[src/rtl/seg7_scan_ctrl_if.sv]
// Signal bundle between the scan controller, its host, the shared seg7 decoder and the display.
// master = host/decoder side, slave = scan controller.
interface seg7_scan_ctrl_if;
    logic        enable;
    logic [15:0] digits_in;
    logic [3:0]  dec_digit;
    logic [6:0]  dec_segments;
    logic [6:0]  segments;
    logic [3:0]  anode;
    logic        frame_start;

    modport master (
        output enable,
        output digits_in,
        output dec_segments,
        input  dec_digit,
        input  segments,
        input  anode,
        input  frame_start
    );

    modport slave (
        input  enable,
        input  digits_in,
        input  dec_segments,
        output dec_digit,
        output segments,
        output anode,
        output frame_start
    );
endinterface

[src/rtl/seg7_scan_ctrl.sv]
// Four-digit multiplexed 7-segment scanner with BLANK/SHOW dead-time and one shared decoder.
// Optional macro SEG7_LEADING_ZERO_BLANK_EN suppresses segments of leading-zero digits 3..1.
module seg7_scan_ctrl #(
    parameter int SCAN_DIV     = 16,
    parameter int BLANK_CYCLES = 2
) (
    input  logic            clk,
    input  logic            reset_n,
    seg7_scan_ctrl_if.slave bus
);

    localparam int MAX_CNT = (SCAN_DIV > BLANK_CYCLES) ? SCAN_DIV : BLANK_CYCLES;
    localparam int CNT_W   = (MAX_CNT > 1) ? $clog2(MAX_CNT) : 1;
    localparam logic [CNT_W-1:0] SHOW_LAST  = CNT_W'(SCAN_DIV - 1);
    localparam logic [CNT_W-1:0] BLANK_LAST = CNT_W'(BLANK_CYCLES - 1);

    typedef enum logic {
        BLANK = 1'b0,
        SHOW  = 1'b1
    } state_t;

    state_t           state;
    logic [1:0]       sel;
    logic [CNT_W-1:0] cnt;
    logic [15:0]      digit_lat;

    logic             latch_cycle;
    logic             show_on;
    logic             hide_digit;

    // Frame boundary: start of the dead-time in front of digit 0.
    assign latch_cycle = bus.enable && (state == BLANK) && (sel == 2'd0) && (cnt == '0);
    assign show_on     = bus.enable && (state == SHOW);

    always_ff @(posedge clk or negedge reset_n) begin
        if (!reset_n) begin
            state     <= BLANK;
            sel       <= 2'd0;
            cnt       <= '0;
            digit_lat <= 16'h0000;
        end else if (!bus.enable) begin
            state <= BLANK;
            cnt   <= '0;
        end else begin
            if (latch_cycle) begin
                digit_lat <= bus.digits_in;
            end
            case (state)
                BLANK: begin
                    if (cnt == BLANK_LAST) begin
                        state <= SHOW;
                        cnt   <= '0;
                    end else begin
                        cnt <= cnt + 1'b1;
                    end
                end
                SHOW: begin
                    if (cnt == SHOW_LAST) begin
                        state <= BLANK;
                        cnt   <= '0;
                        sel   <= sel + 2'd1;
                    end else begin
                        cnt <= cnt + 1'b1;
                    end
                end
                default: begin
                    state <= BLANK;
                    cnt   <= '0;
                end
            endcase
        end
    end

`ifdef SEG7_LEADING_ZERO_BLANK_EN
    // A digit is a leading zero when it and every more significant digit are zero.
    always_comb begin
        hide_digit = 1'b0;
        case (sel)
            2'd3:    hide_digit = (digit_lat[15:12] == 4'h0);
            2'd2:    hide_digit = (digit_lat[15:8]  == 8'h00);
            2'd1:    hide_digit = (digit_lat[15:4]  == 12'h000);
            default: hide_digit = 1'b0;
        endcase
    end
`else
    assign hide_digit = 1'b0;
`endif

    // The decoder sees the selected digit in both phases so it settles during BLANK.
    assign bus.dec_digit   = digit_lat[{sel, 2'b00} +: 4];
    assign bus.frame_start = latch_cycle && reset_n;

    always_comb begin
        bus.anode    = 4'b0000;
        bus.segments = 7'b0000000;
        if (show_on) begin
            bus.anode[sel] = 1'b1;
            if (!hide_digit) begin
                bus.segments = bus.dec_segments;
            end
        end
    end

    always_comb begin
        assert ($onehot0(bus.anode));
    end

endmodule

[src/flat_wrapper.sv]
// flat-port wrapper written by rule: the top's interface ports become plain ports
module seg7_scan_ctrl_flat 
#(
    parameter int SCAN_DIV     = 16,
    parameter int BLANK_CYCLES = 2
)
  (clk, reset_n, bus_enable, bus_digits_in, bus_dec_segments, bus_dec_digit, bus_segments, bus_anode, bus_frame_start);
  seg7_scan_ctrl_if bus_i ();
  input  logic clk;
  input  logic reset_n;
  input wire logic [$bits(bus_i.enable)-1:0] bus_enable;
  input wire logic [$bits(bus_i.digits_in)-1:0] bus_digits_in;
  input wire logic [$bits(bus_i.dec_segments)-1:0] bus_dec_segments;
  output wire logic [$bits(bus_i.dec_digit)-1:0] bus_dec_digit;
  output wire logic [$bits(bus_i.segments)-1:0] bus_segments;
  output wire logic [$bits(bus_i.anode)-1:0] bus_anode;
  output wire logic [$bits(bus_i.frame_start)-1:0] bus_frame_start;
  assign bus_i.enable = bus_enable;
  assign bus_i.digits_in = bus_digits_in;
  assign bus_i.dec_segments = bus_dec_segments;
  assign bus_dec_digit = bus_i.dec_digit;
  assign bus_segments = bus_i.segments;
  assign bus_anode = bus_i.anode;
  assign bus_frame_start = bus_i.frame_start;
  seg7_scan_ctrl #(.SCAN_DIV(SCAN_DIV), .BLANK_CYCLES(BLANK_CYCLES)) u_core (.clk(clk), .reset_n(reset_n), .bus(bus_i));
endmodule
[config.mk]
export PLATFORM = sky130hd
export DESIGN_NAME = seg7_scan_ctrl_flat
export DESIGN_NICKNAME = d
export VERILOG_FILES = /design/src/rtl/seg7_scan_ctrl_if.sv /design/src/rtl/seg7_scan_ctrl.sv /design/src/flat_wrapper.sv
export SDC_FILE = /design/constraint.sdc
export NUM_CORES = 1
export LEC_CHECK = 0
export CAP_MARGIN = 25
export CORE_MARGIN = 1
export CORE_UTILIZATION = 45
export DETAILED_ROUTE_END_ITERATION = 10
export PLACE_DENSITY = 0.84
export SLEW_MARGIN = 20
export SYNTH_ARGS = -nofsm -noshare
export SYNTH_HDL_FRONTEND = slang
export SYNTH_SLANG_ARGS = --single-unit
[constraint.sdc]
create_clock -name clk -period 2.78 [get_ports clk]
set_input_delay 0.556 -clock clk [delete_from_list [all_inputs] [get_ports clk]]
set_output_delay 0.556 -clock clk [all_outputs]
set_load 0.03 [all_outputs]
* After elaboration in Yosys (flattened, before gate mapping) *
Cells that the tools add are included.

storage, ports and cells
  register bits = 23
  latch bits = 0
  memory bits (writable) = 0
  ROM bits = 0
  output and inout bits = 16
  memories = 0

cells by class
  add/sub/neg operators = 2
  multiply operators = 0
  divide/modulo/power cells = 0
  order comparisons = 2
  eq/ne operators = 2
  shifts and indexed selects = 1
  mux-type cells = 12
  bitwise gates (word level) = 1
  reductions and logical operators = 10

operators by type and width
  cell                 number
  $mux 4               4
  $shiftx 16x5->4      1
  $pmux 4 s2           1
  $mux 7               1
  $logic_and 1x1->1    6
  $add 4x1->4 const B  1
  $eq 4x1->1 const B   1
  $eq 4x4->1 const B   1
  $logic_not 4->1      1
  $mux 1               4
  $lt 2x3->1 const B   1
  $reduce_and 3->1     1
  $add 2x1->2 const B  1
  $demux 1 s2          1
  $ge 2x1->1 const B   1
  $logic_not 2->1      1
  $pmux 1 s2           1
  $reduce_and 2->1     1
  $not 1->1            1

* Logic depth before layout (Yosys ltp) *
  depth after elaboration = 5
  mapped depth = 7

* Worst setup path after synthesis *
No wires, ideal clock.

  kind = reg-to-output
  from = register u_core.sel[0]
  to = output bus_frame_start
  data arrival time = 1,847 ps
  data required time = 2,224 ps
  path slack = 377 ps
  stages on the path, launching flop included = 8
  cell sequence = dfrtp_1 > clkbuf_1 > inv_1 > ha_1 > nand3_2 > nor4_4 > buf_8 > and2_1

on the way
  word-level cells in the longest chain between the ends = 4

ends and longest elaborated chain
  what                             line                  text
  from (decl)                      seg7_scan_ctrl.sv:23  logic [1:0] sel;
  from (signal assigned)           seg7_scan_ctrl.sv:61  sel <= sel + 2'd1;
  $logic_not 2->1                  seg7_scan_ctrl.sv:32  assign latch_cycle = bus.enable && (state == BLANK) && (sel == 2'd0) && (cnt == '0);
  $logic_and 1x1->1 (2 in series)  seg7_scan_ctrl.sv:32
  $logic_and 1x1->1                seg7_scan_ctrl.sv:91  assign bus.frame_start = latch_cycle && reset_n;
  to (decl)                        flat_wrapper.sv:17    output wire logic [$bits(bus_i.frame_start)-1:0] bus_frame_start;

No other way between the ends.

* Worst setup path after layout *
  from = input bus_enable
  to = output bus_segments[2]

on the way
  word-level cells in the longest chain between the ends = 2

ends and longest elaborated chain
  what               line                  text
  from (decl)        flat_wrapper.sv:11    input wire logic [$bits(bus_i.enable)-1:0] bus_enable;
  $logic_and 1x1->1  seg7_scan_ctrl.sv:33  assign show_on = bus.enable && (state == SHOW);
  $mux 7             seg7_scan_ctrl.sv:96  if (show_on) begin
  to (decl)          flat_wrapper.sv:15    output wire logic [$bits(bus_i.segments)-1:0] bus_segments;

No other way between the ends.

==> run summary <==
status: finished clean
WHS: 519 ps
nets@finish: 174
Worst-Margin Slew: 463 ps
Lkg Pwr: 0.809 nW
hpwl dp: 1890 um
Area Overhead vs Synth: 34.4%
Seq pwr share: 57.2%
peak fanout along the critical path: 12
syn nets: 132
Clk network pwr share: 23.9%
worst hold path type: flip-flop to flip-flop
post-synthesis cell type count: 27
maxcap violations: 0
CTS tree: done
RePlAce Congestion: 0.775
cells after synthesis: 99
Crit Path Class: input port to output port
cts-stage hold buffer count: 0
DRT iter0 DRCs: 12
DP Cell Count: 166
Slew headroom: 69.2%
first-pass GRT wire length: 4390 um
Worst Setup SP: bus_enable
total clock sinks: 23
Layout Cells excl Fill: 170
IO buf count: 41
CTS H-tree depth: 1
Antenna Nets Post-Route: 0
Starting Density: 49.5%
Internal Pwr Total: 0.000464 W
grt ovf: 0
reg2reg setup slack: 830 ps
Crit Reg-Reg Endpoint: u_core.digit_lat[1]
site row count: 18
top cell type's share of synthesized area: 44.9%
Max VDD drop: 0.342 mV
Worst setup SP type: input port
Setup violations, final: 0
Total Wirelength: 2460 um
top cells by area, synth: dfrtp_1 45%, mux2_4 11%, mux2_2 7.0%
drt first pass iters: 4
commonest non-fill, non-tap cell in the layout: clkdlybuf4s50_1
vias in the first global route: 910
RSZ-0062 raised after global routing: false
register area share after synthesis: 44.9%
most frequent cells in the layout: 40 x clkdlybuf4s50_1, 23 x dfrtp_1, 11 x and3_1
wire per inst: 14.5 um
final setup skew: 4.27 ps
kind of end point of the critical path: output port
area leader, netlist: dfrtp_1
Longest Clk Path Bufs: 2
power per cell area: 367 nW/um2
max-slew violations: 0
clock transition at the registers of the reported paths: 120 ps
YS warnings: 0
Hold Vio Cnt, Final: 0
initial antenna violation count: 0
final core occ: 66.6%
switching share of power: 26.6%
vias: 912
fin worst setup slack: 144 ps
DP Worst Slack: 142 ps
syn_area_per_cell: 13.0 um2
CP Capture Point: bus_segments[2]
Synth Register Bits: 23
Root Driver: clkbuf_4
post-CTS resize count: 0
largest net degree at the start of global routing: 24
P_sw: 0.000168 W
Comb power frac: 19.0%
worst endpoint required time: 2220 ps
Fmax achieved: 0.379 GHz
Die X: 55.4 um
CTS Buf Count: 3
Final Critical Period: 2640 ps
layout cell share with drive strength beyond 1: 22.9%
core area: 2590 um2
Top-Level Pins: 42
routed vias/inst: 5.36
area of the die: 3070 um2
GR Util All Layers: 18.3%
worst skew pair latency: 300 ps
drt drc: 0
FF-to-FF path depth: 6
WP data arrival: 2080 ps
Post-Synthesis Cell Area: 1280 um2
# diodes: 0
Crit Reg-Reg Startpoint: u_core.sel[0]
fin crit share: 94.8%
Die H: 55.4 um
# Post-CTS Setup Buffers: 0
setup tns final: 0 ps
==> kinds of logic (layout without fill, tap and decap cells) <==
group,Yosys count,in the layout,synth area share (%)
flops,23,23,44.9
compound gates,4,4,2.15
mux,21,21,24.6
fa+ha+maj,7,7,6.83
simple gates,30,30,14.5
buf+inv,12,53,5.66
xor+xnor,2,2,1.37
==> worst max-delay path, stage by stage <==
cell	delay [ps]
clkdlybuf4s50_1	630
and3_1	220
clkdlybuf4s50_1	670
==> worst min path at each step <==
stage                               startpoint  cells past startpoint  slack (ps)              endpoint
after global placement     u_core.digit_lat[2]                      1         490   u_core.digit_lat[2]
final                     u_core.digit_lat[15]                      1         520  u_core.digit_lat[15]
after global routing       u_core.digit_lat[2]                      1         530   u_core.digit_lat[2]
after detailed placement   u_core.digit_lat[2]                      1         490   u_core.digit_lat[2]
after CTS                 u_core.digit_lat[15]                      1         520  u_core.digit_lat[15]
after floorplan                        reset_n                      0         260         u_core.cnt[0]
==> metal layers <==
layer / global-route usage, % / routed length [um]
met5: 0 / 0
met4: 5.36 / 27
met3: 5.62 / 212
met2: 30.6 / 1140
met1: 22.9 / 1080
==> Yosys cell counts, drive strengths merged <==
cell type and n:
dfrtp 23, mux2 17, and3 11, ha 7, inv 5, nor2 5, buf 4, mux4 4
nand3 4, clkbuf 3, nand2 3, nor2b 2, a21boi 1, a21oi 1, and2 1, nand2b 1
nand4 1, nor4 1, o21a 1, o21bai 1, or4b 1, xnor2 1, xor2 1
==> power by group through the flow <==
stage                     logic [W]  clock network, W  registers (W)
after global routing       0.000133          0.000169       0.000365
final                      0.000120          0.000151       0.000361
after global placement     0.000117                 0       0.000366
after CTS                  0.000121          0.000155       0.000361
after floorplan           0.0000691                 0       0.000355
after detailed placement   0.000120                 0       0.000368
==> final cells by class <==
class	count	area (um2)
fill	185	866
multi-input combinational	64	634
sequential	23	576
timing repair buffer	44	430
tap	30	37.5
clock buffer	3	22.5
inverter	5	18.8
clock inverter	1	5.00
==> registers in the layout, indices dropped and copies added (netlist names) <==
register          cells
u_core.sel            2
u_core.digit_lat     16
u_core.state          1
u_core.cnt            4
==> through the flow <==
step / power [W] / cell area (um2)
2_1_floorplan: 0.000424 / 1280
3_3_place_gp: 0.000483 / 1700
3_5_place_dp: 0.000488 / 1700
4_1_cts: 0.000637 / 1720
5_1_grt: 0.000667 / 1720
6_report: 0.000632 / 1720
(Power assumes the default switching activity.)
